--- config.mk ---
export PLATFORM = sky130hd
export DESIGN_NAME = i2c_avalon_regs
export DESIGN_NICKNAME = d
export VERILOG_FILES = /design/src/rtl/i2c_avalon_regs.sv
export SDC_FILE = /design/constraint.sdc
export NUM_CORES = 1
export LEC_CHECK = 0
export BUFFER_PORTS_ARGS = -buffer_cell sky130_fd_sc_hd__clkbuf_2
export CELL_PAD_IN_SITES_DETAIL_PLACEMENT = 1
export CELL_PAD_IN_SITES_GLOBAL_PLACEMENT = 2
export CORE_MARGIN = 1.5
export CORE_UTILIZATION = 39
export DETAILED_ROUTE_END_ITERATION = 7
export PLACE_DENSITY_LB_ADDON = 0.1
export REMOVE_ABC_BUFFERS = 1
export SLEW_MARGIN = 10
export SYNTH_ARGS = -nofsm -noshare
export SYNTH_HDL_FRONTEND = slang
export SYNTH_SLANG_ARGS = --single-unit
--- constraint.sdc ---
create_clock -name clk -period 2.8 [get_ports clk]
set_clock_uncertainty 0.15 [all_clocks]
set_input_delay 0.42 -clock clk [delete_from_list [all_inputs] [get_ports clk]]
set_output_delay 0.42 -clock clk [all_outputs]
set_load 0.01 [all_outputs]
--- src/rtl/i2c_avalon_regs.sv ---
`default_nettype none
// i2c_avalon_regs: Avalon-MM register front end for the I2C byte engine.
// Command FIFO toward the core, receive FIFO from it, divider and irq. Rev 1.0
module i2c_avalon_regs #(
  parameter int          CMD_DEPTH    = 8,
  parameter int          RX_DEPTH     = 8,
  parameter logic [31:0] CLKDIV_RESET = 32'd249
) (
  input  logic        clk,
  input  logic        reset_n,
  input  logic [2:0]  avs_address,
  input  logic        avs_read,
  input  logic        avs_write,
  input  logic [31:0] avs_writedata,
  output logic [31:0] avs_readdata,
  output logic        irq,
  output logic [31:0] clk_div,
  output logic        cmd_valid,
  input  logic        cmd_ready,
  output logic [1:0]  cmd_op,
  output logic [7:0]  cmd_data,
  output logic        cmd_nack,
  input  logic        rsp_valid,
  input  logic [7:0]  rsp_data,
  input  logic        rsp_nack
);
  localparam int          CAW          = $clog2(CMD_DEPTH);
  localparam int          RAW          = $clog2(RX_DEPTH);
  localparam logic [CAW:0] CMD_FULL_CNT = (CAW+1)'(CMD_DEPTH);
  localparam logic [RAW:0] RX_FULL_CNT  = (RAW+1)'(RX_DEPTH);
  localparam logic [1:0]  OP_READ      = 2'd2;

  logic          r_en, r_irq_en, r_nack_err, r_rx_ovf, r_cmd_ovf;
  logic [31:0]   r_clkdiv, r_rdata;
  logic [1:0]    r_last_op;
  logic [10:0]   r_cmd_mem [CMD_DEPTH];
  logic [7:0]    r_rx_mem  [RX_DEPTH];
  logic [CAW-1:0] r_cmd_wp, r_cmd_rp;
  logic [CAW:0]   r_cmd_cnt;
  logic [RAW-1:0] r_rx_wp, r_rx_rp;
  logic [RAW:0]   r_rx_cnt;

  logic w_wr_ctrl, w_wr_stat, w_wr_div, w_wr_cmd, w_flush;
  logic w_cmd_full, w_cmd_empty, w_rx_full, w_rx_empty, w_busy;
  logic w_cmd_pop, w_cmd_push, w_rx_req, w_rx_pop, w_rx_push;
  logic [31:0] w_rdata;

  assign w_wr_ctrl = avs_write && (avs_address == 3'd0);
  assign w_wr_stat = avs_write && (avs_address == 3'd1);
  assign w_wr_div  = avs_write && (avs_address == 3'd2);
  assign w_wr_cmd  = avs_write && (avs_address == 3'd3);
  assign w_flush   = w_wr_ctrl && avs_writedata[2];

  assign w_cmd_full  = (r_cmd_cnt == CMD_FULL_CNT);
  assign w_cmd_empty = (r_cmd_cnt == '0);
  assign w_rx_full   = (r_rx_cnt == RX_FULL_CNT);
  assign w_rx_empty  = (r_rx_cnt == '0);
  assign w_busy      = !w_cmd_empty || !cmd_ready;

  assign cmd_valid  = r_en && !w_cmd_empty;
  assign w_cmd_pop  = cmd_valid && cmd_ready;
  assign w_cmd_push = w_wr_cmd && (!w_cmd_full || w_cmd_pop);
  // Responses are classified by the op dispatched before this cycle's pop.
  assign w_rx_req   = rsp_valid && (r_last_op == OP_READ);
  assign w_rx_pop   = avs_read && (avs_address == 3'd4) && !w_rx_empty;
  assign w_rx_push  = w_rx_req && (!w_rx_full || w_rx_pop);

  assign cmd_op    = r_cmd_mem[r_cmd_rp][9:8];
  assign cmd_data  = r_cmd_mem[r_cmd_rp][7:0];
  assign cmd_nack  = r_cmd_mem[r_cmd_rp][10];
  assign clk_div   = r_clkdiv;
  assign avs_readdata = r_rdata;
  assign irq = r_irq_en && (r_nack_err || r_rx_ovf || r_cmd_ovf || !w_rx_empty);

  always_comb begin
    w_rdata = '0;
    case (avs_address)
      3'd0: w_rdata = {30'd0, r_irq_en, r_en};
      3'd1: w_rdata = {24'd0, r_cmd_ovf, r_rx_ovf, r_nack_err, w_busy,
                       w_rx_full, w_rx_empty, w_cmd_empty, w_cmd_full};
      3'd2: w_rdata = r_clkdiv;
      3'd4: w_rdata = w_rx_empty ? 32'd0 : {24'd0, r_rx_mem[r_rx_rp]};
      default: w_rdata = '0;
    endcase
  end

  always_ff @(posedge clk) begin
    if (w_cmd_push && !w_flush) r_cmd_mem[r_cmd_wp] <= avs_writedata[10:0];
    if (w_rx_push && !w_flush)  r_rx_mem[r_rx_wp]   <= rsp_data;
  end

  always_ff @(posedge clk or negedge reset_n) begin
    if (!reset_n) begin
      r_en       <= 1'b0;
      r_irq_en   <= 1'b0;
      r_nack_err <= 1'b0;
      r_rx_ovf   <= 1'b0;
      r_cmd_ovf  <= 1'b0;
      r_clkdiv   <= CLKDIV_RESET;
      r_rdata    <= '0;
      r_last_op  <= 2'd0;
      r_cmd_wp   <= '0;
      r_cmd_rp   <= '0;
      r_cmd_cnt  <= '0;
      r_rx_wp    <= '0;
      r_rx_rp    <= '0;
      r_rx_cnt   <= '0;
    end else begin
      if (avs_read) r_rdata <= w_rdata;
      if (w_wr_ctrl) begin
        r_en     <= avs_writedata[0];
        r_irq_en <= avs_writedata[1];
      end
      if (w_wr_div) r_clkdiv <= avs_writedata;
      if (w_cmd_pop) r_last_op <= cmd_op;

      // Sticky flags: a same-cycle set beats the write-1-to-clear.
      r_nack_err <= (r_nack_err && !(w_wr_stat && avs_writedata[5])) || (rsp_valid && rsp_nack);
      r_rx_ovf   <= (r_rx_ovf && !(w_wr_stat && avs_writedata[6]))
                    || (w_rx_req && w_rx_full && !w_rx_pop);
      r_cmd_ovf  <= (r_cmd_ovf && !(w_wr_stat && avs_writedata[7]))
                    || (w_wr_cmd && w_cmd_full && !w_cmd_pop);

      if (w_flush) begin
        r_cmd_wp  <= '0;
        r_cmd_rp  <= '0;
        r_cmd_cnt <= '0;
        r_rx_wp   <= '0;
        r_rx_rp   <= '0;
        r_rx_cnt  <= '0;
      end else begin
        if (w_cmd_push) r_cmd_wp <= r_cmd_wp + CAW'(1);
        if (w_cmd_pop)  r_cmd_rp <= r_cmd_rp + CAW'(1);
        if (w_cmd_push && !w_cmd_pop)      r_cmd_cnt <= r_cmd_cnt + (CAW+1)'(1);
        else if (!w_cmd_push && w_cmd_pop) r_cmd_cnt <= r_cmd_cnt - (CAW+1)'(1);
        if (w_rx_push) r_rx_wp <= r_rx_wp + RAW'(1);
        if (w_rx_pop)  r_rx_rp <= r_rx_rp + RAW'(1);
        if (w_rx_push && !w_rx_pop)      r_rx_cnt <= r_rx_cnt + (RAW+1)'(1);
        else if (!w_rx_push && w_rx_pop) r_rx_cnt <= r_rx_cnt - (RAW+1)'(1);
      end
    end
  end
endmodule
`default_nettype wire

== Word-level counts from Yosys, hierarchy flattened ==
Memories as Yosys holds them, arrays and structs flattened.
Index checks and enable logic that the tools add are counted.
Widths: inputs -> output; s select.

* Multiplexer cells: 20
* Magnitude comparators: 0
* Divide/modulo/power cells: 0
* Shift-type cells: 0
* $mul: 0
* Bitwise gates (word level): 0
* Add/sub/neg operators: 8
* Eq/ne operators: 7
* Reduce and logical (&&, ||, !) cells: 61

{| class="wikitable"
|+ Operator list
! cell !! number
|-
| $pmux 32 s4 || 1
|-
| $logic_and 1x1->1 || 30
|-
| $mux 3 || 8
|-
| $mux 4 || 6
|-
| $logic_not 1->1 || 13
|-
| $add 3x1->3 const B || 4
|-
| $logic_or 1x1->1 || 9
|-
| $add 4x1->4 const B || 2
|-
| $eq 4x4->1 const B || 2
|-
| $logic_not 4->1 || 2
|-
| $mux 8 || 1
|-
| $reduce_bool 2->1 || 4
|-
| $sub 4x1->4 const B || 2
|-
| $eq 3x2->1 const B || 2
|-
| $reduce_bool 3->1 || 2
|-
| $mux 1 || 4
|-
| $eq 3x1->1 const B || 1
|-
| $eq 3x3->1 const B || 1
|-
| $logic_not 3->1 || 1
|-
| $eq 2x2->1 const B || 1
|}

* Latch bits: 0
* Memory bits (read-only): 0
* Output and inout bits: 77
* Memories kept: 2
* Bits of input ports: 50
* Logic and storage cells: 112
* Flip-flop bits (word level): 91
* RAM bits: 152

{| class="wikitable"
|+ Memory list
! memory !! words !! bits a word !! read ports !! clocked after memory_dff !! wr ports !! RTL line !! text
|-
| r_cmd_mem || 8 || 11 || 1 || 0 || 1 || 36 || <nowiki>logic [10:0] r_cmd_mem [CMD_DEPTH];</nowiki>
|-
| r_rx_mem || 8 || 8 || 1 || 0 || 1 || 37 || <nowiki>logic [7:0] r_rx_mem [RX_DEPTH];</nowiki>
|}

== Longest topological paths before layout ==
Gate-level depths: netlist (run 1).

* Depth after elaboration: 11
* Depth in mapped cells: 8
* Gate-level depth less buffers: 7

== Least setup slack after synthesis (run 1) ==
Ideal clock, no wire load.

* Path kind: register to register
* Start point: register r_cmd_cnt[1]
* End point: register r_cmd_cnt[3]
* Library setup time: 132 ps
* Path buffers: 0
* Setup slack: 248 ps
* Clock period less this slack: 2,552 ps
* Stages on the path, launching flop included: 8
* Arrival: 2,270 ps
* Path through: dfrtp_1 -> or4_4 -> a211o_2 -> ha_1 -> nand3_1 -> and2_1 -> a221oi_1 -> a211oi_1

* Longest elaborated chain between the ends: 9
* Elaborated cells between the ends (all ways): 18
* Classes of those cells: 2 x add/sub; 1 x eq/ne; 3 x mux; 12 x reduce/logical

{| class="wikitable"
|+ RTL lines
! item !! RTL line !! text
|-
| from (decl) || 39 || <nowiki>logic [CAW:0] r_cmd_cnt;</nowiki>
|-
| from (signal assigned) || 134 || <nowiki>if (w_cmd_push && !w_cmd_pop) r_cmd_cnt <= r_cmd_cnt + (CAW+1)'(1);</nowiki>
|-
| from (signal assigned) || 135 || <nowiki>else if (!w_cmd_push && w_cmd_pop) r_cmd_cnt <= r_cmd_cnt - (CAW+1)'(1);</nowiki>
|-
| branches (longest 9 deep; another with $sub 4x1->4) || -- ||
|}

Parallel ways; which one is timed is not known. The select of a mux whose other input is x is not followed.
A chain may end at the register's enable or synchronous reset.

== Worst setup path after layout (run 1) ==
Same ends and word-level chain as after synthesis.

==> impl_metrics.ini, run 1 <==
[outcome]
status = complete, no violations

[clocking]
cts.htree.levels = 1
cts_setup_buffers = 0
cts_tree = built
cts_root_buffer = clkbuf_16
cts_sinks = 243
cts_buffers = 27
clockBufferDepth = 3
clk_latency_ns = 0.53
cts.clk_slew.worst_paths_ns = 0.06

[die]
dieArea_um2 = 26400
num_rows = 58
dieHeight_um = 163
core_area_um2 = 25100
ios = 127
die_w_um = 163
start_util_pct = 39.5

[grt]
grt_pass1_vias = 6512
grt_pass1_wl_um = 38700
antenna_found_initial = 0
grt_max_degree = 47
grt_usage_pct = 19.5
overflow = 0

[cells_and_area]
syn2layout_area_growth_pct = 23.6
num_antenna_cells = 0
finalNetCount = 824
instances_no_fill = 1115
fill_cells = 2506
layout-drive-gt1-share_pct = 40.1

[detailed_routing]
drcViolationCount = 0
drt_pass1_iterations = 4
avgViaCountPerCell = 5.23
wl_um = 24700
ant_nets = 0
wire_per_inst_um = 22.2
vias = 5832
drt-initial-drc-count = 284

[worst_hold_path]
min_path_type = input port to flop
hold_start = rsp_data[1]

[critical_path]
crit_path_start = r_cmd_cnt[1]
slowest_delay_ns = 0.58
crit_chain = or4_4 > a211o_2 > ha_1 > nand3_1 > and2_1 > a221oi_1 > a211oi_1
cp_slowest_cell = or4_4
required_ns = 3.06
cp-start-kind = flop
r2r-start = r_cmd_cnt[1]
path_buf_inv = 0
crit_family = simple AND/OR/NAND/NOR gates
r2r_slack_ns = 0.1
crit_arrival_ns = 2.96
critPathKind = flop to flop
crit_path_max_fanout = 6
end_kind = flop

[place]
place_congestion = 0.771
post-place-ws_ns = 0.119
dpl.hpwl_um = 16500
port_buffers = 126
dp.cells = 1041

[timing]
fin_crit_sh_pct = 96.6
tightestPinTransition_ns = 0.691
finalSetupViolCount = 0
rsz0062_at_grt = no
worst_slack_ns = 0.0953
fin_tns_setup_ns = 0
worst_hold_slack_ns = 0.0287
timing.fmax_ghz = 0.370
max-slew-margin-rel_pct = 53.9
final-max-slew-violation-count = 0
hold_viol_final = 0
min_period_ns = 2.70

[yosys]
syn_inst = 572
synth-edff-count = 152
synth_area_um2 = 9920
async_flop_share_pct = 37.4
ys_seq_elements = 243
synth_warnings = 0
syn_area_per_cell_um2 = 17.4
synthFlopType = edfxtp_1
ys_seq_area_share_pct = 69.0
synth_cell_types = 66

[pwr]
p_leak_uw = 0.00475
finalPower_uw = 10600
power.density_nw_per_um2 = 868
peakVddDrop_v = 0.000586

[run]
max_cap_viol_count = 0
[through the flow]
step                      cell area, um^2  utilization (%)
final                               12300             48.8
after global routing                12300             48.8
after CTS                           12200             48.8
after detailed placement            11200             44.4
after global placement              11200             44.4
after floorplan                      9780                -
[report_power, final]
| group | switching (uW) | total (uW) | leakage (uW) | internal (uW) |
|---|---|---|---|---|
| registers | 388 | 4600 | 0.00251 | 4210 |
| logic | 1330 | 2700 | 0.00182 | 1370 |
| clock network | 1390 | 3350 | 0.000410 | 1960 |
[synthesized netlist by cell type, drive strengths merged, types with 2 or more instances]
cell	count	area [um^2]
a211oi	2	15.0
nor4	3	18.8
xor2	4	35.0
or4	2	18.8
nor3	14	80.1
o21ai	7	35.0
nand2	23	88.8
inv	7	26.3
mux2	47	529
nand3	7	35.0
a22o	25	219
a21oi	11	58.8
dfrtp	85	2130
clkinv	2	12.5
mux4	38	856
nor2	25	93.8
a211o	5	45.0
nor3b	2	20.0
fa	2	40.0
nor4b	2	30.0
clkbuf	11	41.3
dfstp	6	158
o211ai	3	27.5
mux2i	11	110
buf	16	98.8
a31oi	2	12.5
edfxtp	152	4560
and3b	3	26.3
a221oi	2	17.5
a22oi	6	45.0
o21a	2	15.0
o221ai	4	35.0
ha	8	100
and2	4	26.3
nand2b	5	31.3
xnor2	5	43.8
nand3b	4	30.0
nor2b	2	12.5
[layer usage]
metal	wire length [um]	up-vias	track usage (%)
li1	-	2641	-
met1	10200	3031	23.9
met2	13000	124	35.2
met3	1000	36	3.34
met4	586	0	5.67
met5	0	-	0
[area by class of cell]
cell class / count / area (um^2) / area share, %
well taps: 330 / 413 / 3.37
clock inverters: 12 / 100 / 0.816
clock buffers: 38 / 747 / 6.09
repair buffers: 190 / 1210 / 9.91
flip-flops and latches: 243 / 6850 / 55.9
multi-input cells: 293 / 2900 / 23.6
inverters: 9 / 38.8 / 0.316
[registers in the layout, summed over array words and instances (netlist names), 4 cells and up]
register,flops
r_cmd_mem,88
r_cmd_cnt,4
avs_readdata,32
r_rx_mem,64
clk_div,32
r_rx_cnt,4
[worst register-to-register path, stage by stage, from the launching register on]
cell      delay, ns
dfrtp_1        0.40
or4_4          0.58
a211o_2        0.39
ha_1           0.36
nand3_1        0.11
and2_1         0.17
a221oi_1       0.32
a211oi_1       0.10
[path summary, 6_finish.rpt]
path                                        end  depth (start not counted)
worst max register to register     r_cmd_cnt[3]                          7
worst min register to register  avs_readdata[0]                          1
worst max-delay path               r_cmd_cnt[3]                          7
worst min-delay path             r_rx_mem[1][1]                          1
max in group asynchronous            clk_div[4]                          3
min in group asynchronous                  r_en                          2
[what timing repair did]
item | 4_1_cts | 5_1_grt
endpoints found under the setup margin | 7 | 10
hold endpoints to repair | 67 | 0
resized for setup | 1 | 5
pin swaps | 0 | 0
hold buffers | 24 | 0
[cell usage in the layout, fill, tap and decap left out, types with 8 or more instances in the layout]
cell type,instances
mux2i_1,11
dlygate4sd3_1,24
nor2_1,25
nor3_1,12
ha_1,8
a21oi_1,10
buf_4,37
edfxtp_1,152
clkbuf_1,8
nand2_1,22
dfrtp_1,84
a22o_1,25
mux4_2,38
clkbuf_2,125
clkbuf_16,27
mux2_2,46
[logic make-up after synthesis]
group | synth area share [%]
flops | 69.0
buf+inv | 1.80
compound gates | 6.06
simple gates | 5.85
fa+ha+maj | 1.41
mux | 15.1
xor+xnor | 0.794
No activity file was read; power rests on OpenSTA's default activity.
==> run 2, diff against run 1 <==
- BUFFER_PORTS_ARGS: -buffer_cell sky130_fd_sc_hd__clkbuf_2 -> -buffer_cell sky130_fd_sc_hd__buf_2
==> run 2 against run 1 <==
Compared with the run above:
- cell count about the same
- sequential cell count unchanged
- die area unchanged
- largest power group unchanged
==> impl_metrics.ini, run 2 (synthesis gave the netlist of run 1 again) <==
[timing]
fin_crit_sh_pct = 97.8
min_period_ns = 2.74
worst_slack_ns = 0.0625
final-max-slew-violation-count = 0
finalSetupViolCount = 0
tightestPinTransition_ns = 0.687
fin_tns_setup_ns = 0
hold_viol_final = 0
rsz0062_at_grt = yes
timing.fmax_ghz = 0.365
max-slew-margin-rel_pct = 54.2

[die]
dieHeight_um = 163
num_rows = 58
core_area_um2 = 25100
die_w_um = 163
start_util_pct = 39.5
ios = 127
dieArea_um2 = 26400

[detailed_routing]
avgViaCountPerCell = 5.22
wire_per_inst_um = 21.6
vias = 5819
ant_nets = 0
wl_um = 24100
drt-initial-drc-count = 394
drcViolationCount = 0
drt_pass1_iterations = 4

[grt]
overflow = 0
grt_pass1_vias = 6364
grt_pass1_wl_um = 37700
grt_max_degree = 45
antenna_found_initial = 0
grt_usage_pct = 18.7

[critical_path]
crit_path_max_fanout = 6
required_ns = 3.05
end_kind = flop
slowest_delay_ns = 0.55
cp-start-kind = flop
critPathKind = flop to flop
cp_slowest_cell = or4_4
crit_family = simple AND/OR/NAND/NOR gates
crit_chain = or4_4 > a211o_4 > ha_1 > nand3_1 > and2_1 > a221oi_2 > a211oi_1
path_buf_inv = 0
crit_arrival_ns = 2.99

[place]
port_buffers = 126
dpl.hpwl_um = 16100
postPlaceCellArea_um2 = 11200
dp.cells = 1041
post-place-ws_ns = 0.112
place_congestion = 0.808

[cells_and_area]
fin_area_um2 = 12300
fin_util_pct = 48.9
largest_register = r_cmd_mem
final_common_cell = edfxtp_1
layout-drive-gt1-share_pct = 40.3
final_cell_mix = edfxtp_1, buf_2, dfrtp_1
instances_no_fill = 1114
num_antenna_cells = 0
syn2layout_area_growth_pct = 23.8
top_regs = r_cmd_mem x88, r_rx_mem x64
largest_reg_flops = 88
finalNetCount = 824

[clocking]
cts_buffers = 27
clk_latency_ns = 0.53
cts.htree.levels = 1
cts.clk_slew.worst_paths_ns = 0.06
cts_sinks = 243
cts_root_buffer = clkbuf_16
clockBufferDepth = 3
cts_tree = built

[pwr]
power.density_nw_per_um2 = 867
peakVddDrop_v = 0.000518
p_leak_uw = 0.00477

[outcome]
status = complete, no violations

[run]
max_cap_viol_count = 0

[worst_hold_path]
min_path_type = input port to flop
-- run 2: cell types whose count changed in the layout (fill, tap and decap cells not counted), moves of 3 or more --
cell      previous run  this run
buf_2                0       125
clkinv_1             1         4
clkbuf_1             8         3
clkbuf_2           125         0
-- run 2: layout make-up --
cell class | count | area [um^2]
clock inverter | 16 | 126
timing repair buffer | 190 | 1210
inverter | 9 | 38.8
tap | 330 | 413
sequential | 243 | 6850
multi-input combinational | 293 | 2910
fill | 2517 | 12800
clock buffer | 33 | 728
-- run 2: worst reg2reg max path: cells and delay by family (launching register included) --
family / cells / cell delay, ns
DFF: 1 / 0.44
and+or+nand+nor: 3 / 0.87
adders and majority gates: 1 / 0.35
AOI/OAI and AO/OA: 3 / 0.79
-- run 2: where the power goes --
part           leakage, uW  internal (uW)  switching (uW)  total (uW)
sequential         0.00251           4210             399        4610
combinational      0.00184           1380            1290        2670
clock             0.000415           1950            1430        3380
-- run 2: path summary, 6_finish.rpt --
kind,start,to,slack (ns),cells past startpoint
worst max-delay path,r_cmd_cnt[3],r_cmd_cnt[3],0.06,7
worst min-delay path,rsp_data[5],r_rx_mem[3][5],0.01,1
worst max register to register,r_cmd_cnt[3],r_cmd_cnt[3],0.06,7
worst min register to register,avs_readdata[0],avs_readdata[0],0.34,1
max in group asynchronous,reset_n,clk_div[3],1.43,3
min in group asynchronous,reset_n,r_cmd_cnt[3],0.31,2
-- run 2: layer usage --
| metal | GRT usage [%] | wire, um | part of all wire, % | vias to the layer above |
|---|---|---|---|---|
| li1 | - | - | - | 2642 |
| met1 | 24.6 | 10300 | 43 | 3034 |
| met2 | 32.9 | 12600 | 52 | 107 |
| met3 | 2.52 | 821 | 3.4 | 36 |
| met4 | 4.38 | 437 | 1.8 | 0 |
| met5 | 0 | 0 | 0 | - |
-- run 2: metrics by stage --
stage	hold slack (ns)	power (uW)
finish	0.0120	10700
global route	0.0166	11200
CTS	0.000363	10800
detailed placement	0.327	7320
global placement	0.329	7240
floorplan	-0.0256	6280
-- run 2: timing repair --
action | 4_1_cts | 5_1_grt
endpoints found under the hold margin | 63 | 0
gates resized for setup | 1 | 6
setup buffers | 0 | 0
gates cloned | 0 | 0
hold buffers | 24 | 0
setup endpoints to repair | 3 | 8
==> run 3, diff against run 2 <==
- CORE_ASPECT_RATIO: default -> 1.75
==> run 3 against run 2 <==
Compared with the run above:
- routed wire length is 5.1% higher
- global-route usage up 1.3 points
- setup slack gained 0.0057 ns
- worst hold slack better by 0.0072 ns
- sequential power is 0.9% higher
- non-clock buffer count grew 3
- critical path type is now flop to primary output
- largest power group unchanged
- highest routed layer is now met5
==> impl_metrics.ini, run 3 (synthesis gave the netlist of run 1 again) <==
[timing]
final-max-slew-violation-count = 0
rsz0062_at_grt = no
min_period_ns = 2.73
timing.fmax_ghz = 0.366
tightestPinTransition_ns = 0.767
hold_viol_final = 0
fin_crit_sh_pct = 97.6
finalSetupViolCount = 0
max-slew-margin-rel_pct = 48.8
fin_tns_setup_ns = 0

[run]
max_cap_viol_count = 0

[grt]
grt_max_degree = 49
grt_pass1_wl_um = 39200
antenna_found_initial = 1
overflow = 0
grt_usage_pct = 20.0
grt_pass1_vias = 6637

[pwr]
power.density_nw_per_um2 = 858
p_leak_uw = 0.00472
peakVddDrop_v = 0.000599

[die]
core_area_um2 = 25100
dieHeight_um = 214
dieArea_um2 = 26500
ios = 127
die_w_um = 124
num_rows = 77
start_util_pct = 39.5

[clocking]
cts.clk_slew.worst_paths_ns = 0.07
clk_latency_ns = 0.53
cts_buffers = 23
cts.htree.levels = 1
cts_root_buffer = clkbuf_16
cts_tree = built
clockBufferDepth = 3
cts_sinks = 243

[critical_path]
cp-start-kind = flop
path_buf_inv = 2
r2r_slack_ns = 0.17
critPathKind = flop to primary output
crit_path_max_fanout = 11
required_ns = 2.23
worst-r2r-cell-count = 7
r2r_end = r_cmd_cnt[3]
crit_arrival_ns = 2.16
end_kind = primary output
crit_chain = buf_12 > mux4_2 > mux2_2 > buf_2
r2r-start = r_cmd_cnt[3]
cp_slowest_cell = mux4_2
slowest_delay_ns = 0.50
crit_family = multiplexers

[place]
dpl.hpwl_um = 17800
dp.cells = 1025
port_buffers = 126
place_congestion = 0.804

[detailed_routing]
avgViaCountPerCell = 5.35
wl_um = 25300
wire_per_inst_um = 23.1
vias = 5864
drt_pass1_iterations = 4
drcViolationCount = 0
drt-initial-drc-count = 257
ant_nets = 0

[cells_and_area]
final_common_cell = edfxtp_1
fill_cells = 2443
largest_reg_flops = 88
syn2layout_area_growth_pct = 23.0
finalNetCount = 823
final_cell_mix = edfxtp_1, buf_2, dfrtp_1
instances_no_fill = 1097
largest_register = r_cmd_mem
layout-drive-gt1-share_pct = 39.5
top_regs = r_cmd_mem x88, r_rx_mem x64

[worst_hold_path]
hold_start = avs_writedata[23]
min_path_type = input port to flop
whs_path_depth = 2
hold_end = clk_div[23]

[outcome]
status = complete, no violations
-- run 3: routing by layer --
metal | vias to the layer above | wire, um | global-route usage (%)
met5 | - | 12 | 0
met2 | 132 | 14200 | 37.6
li1 | 2633 | - | -
met1 | 3040 | 9130 | 21.6
met4 | 2 | 1110 | 9.08
met3 | 57 | 866 | 2.74
-- run 3: final cells by class --
| cell class | count | area, um^2 | share of cell area (%) |
|---|---|---|---|
| flip-flops and latches | 243 | 6850 | 56.1 |
| multi-input cells | 293 | 2920 | 23.9 |
| repair buffers | 193 | 1260 | 10.3 |
| clock buffers | 28 | 594 | 4.87 |
| well taps | 316 | 395 | 3.24 |
| clock inverters | 14 | 149 | 1.22 |
| inverters | 9 | 38.8 | 0.318 |
| diodes | 1 | 2.50 | 0.0205 |
-- run 3: worst max path at each step --
stage / startpoint / endpoint / cells past startpoint / slack, ns
final: r_cmd_rp[0] / cmd_op[1] / 4 / 0.07
after global placement: r_cmd_cnt[1] / r_cmd_cnt[3] / 7 / 0.23
after detailed placement: r_cmd_cnt[1] / r_cmd_cnt[3] / 7 / 0.13
after floorplan: r_cmd_cnt[1] / r_cmd_cnt[3] / 7 / 0.23
after CTS: r_cmd_rp[0] / cmd_data[3] / 4 / 0.002
after global routing: r_cmd_rp[0] / cmd_op[1] / 4 / 0.003
-- run 3: per-stage QoR --
stage / worst slack (ns) / power [uW] / area (um^2) / hold slack [ns] / utilization, %
2_1_floorplan: 0.233 / 6280 / 9780 / -0.0256 / -
3_3_place_gp: 0.226 / 7270 / 11100 / 0.301 / 44.3
3_5_place_dp: 0.127 / 7380 / 11100 / 0.316 / 44.3
4_1_cts: 0.00162 / 10600 / 12200 / 0.00222 / 48.5
5_1_grt: 0.00333 / 11000 / 12200 / 0.0133 / 48.6
6_report: 0.0683 / 10500 / 12200 / 0.0192 / 48.6
-- run 3: where the power goes --
part | leakage, uW | internal (uW) | total, uW | switching [uW]
sequential | 0.00251 | 4210 | 4650 | 440
combinational | 0.00186 | 1430 | 2710 | 1280
clock | 0.000353 | 1790 | 3120 | 1330
-- run 3: what timing repair did --
action	in CTS	in global routing
hold endpoints to repair	94	0
resized for setup	1	2
endpoints found under the setup margin	6	9
setup buffers	1	0
cloned	1	0
hold buffers	27	0
pin swaps	0	0
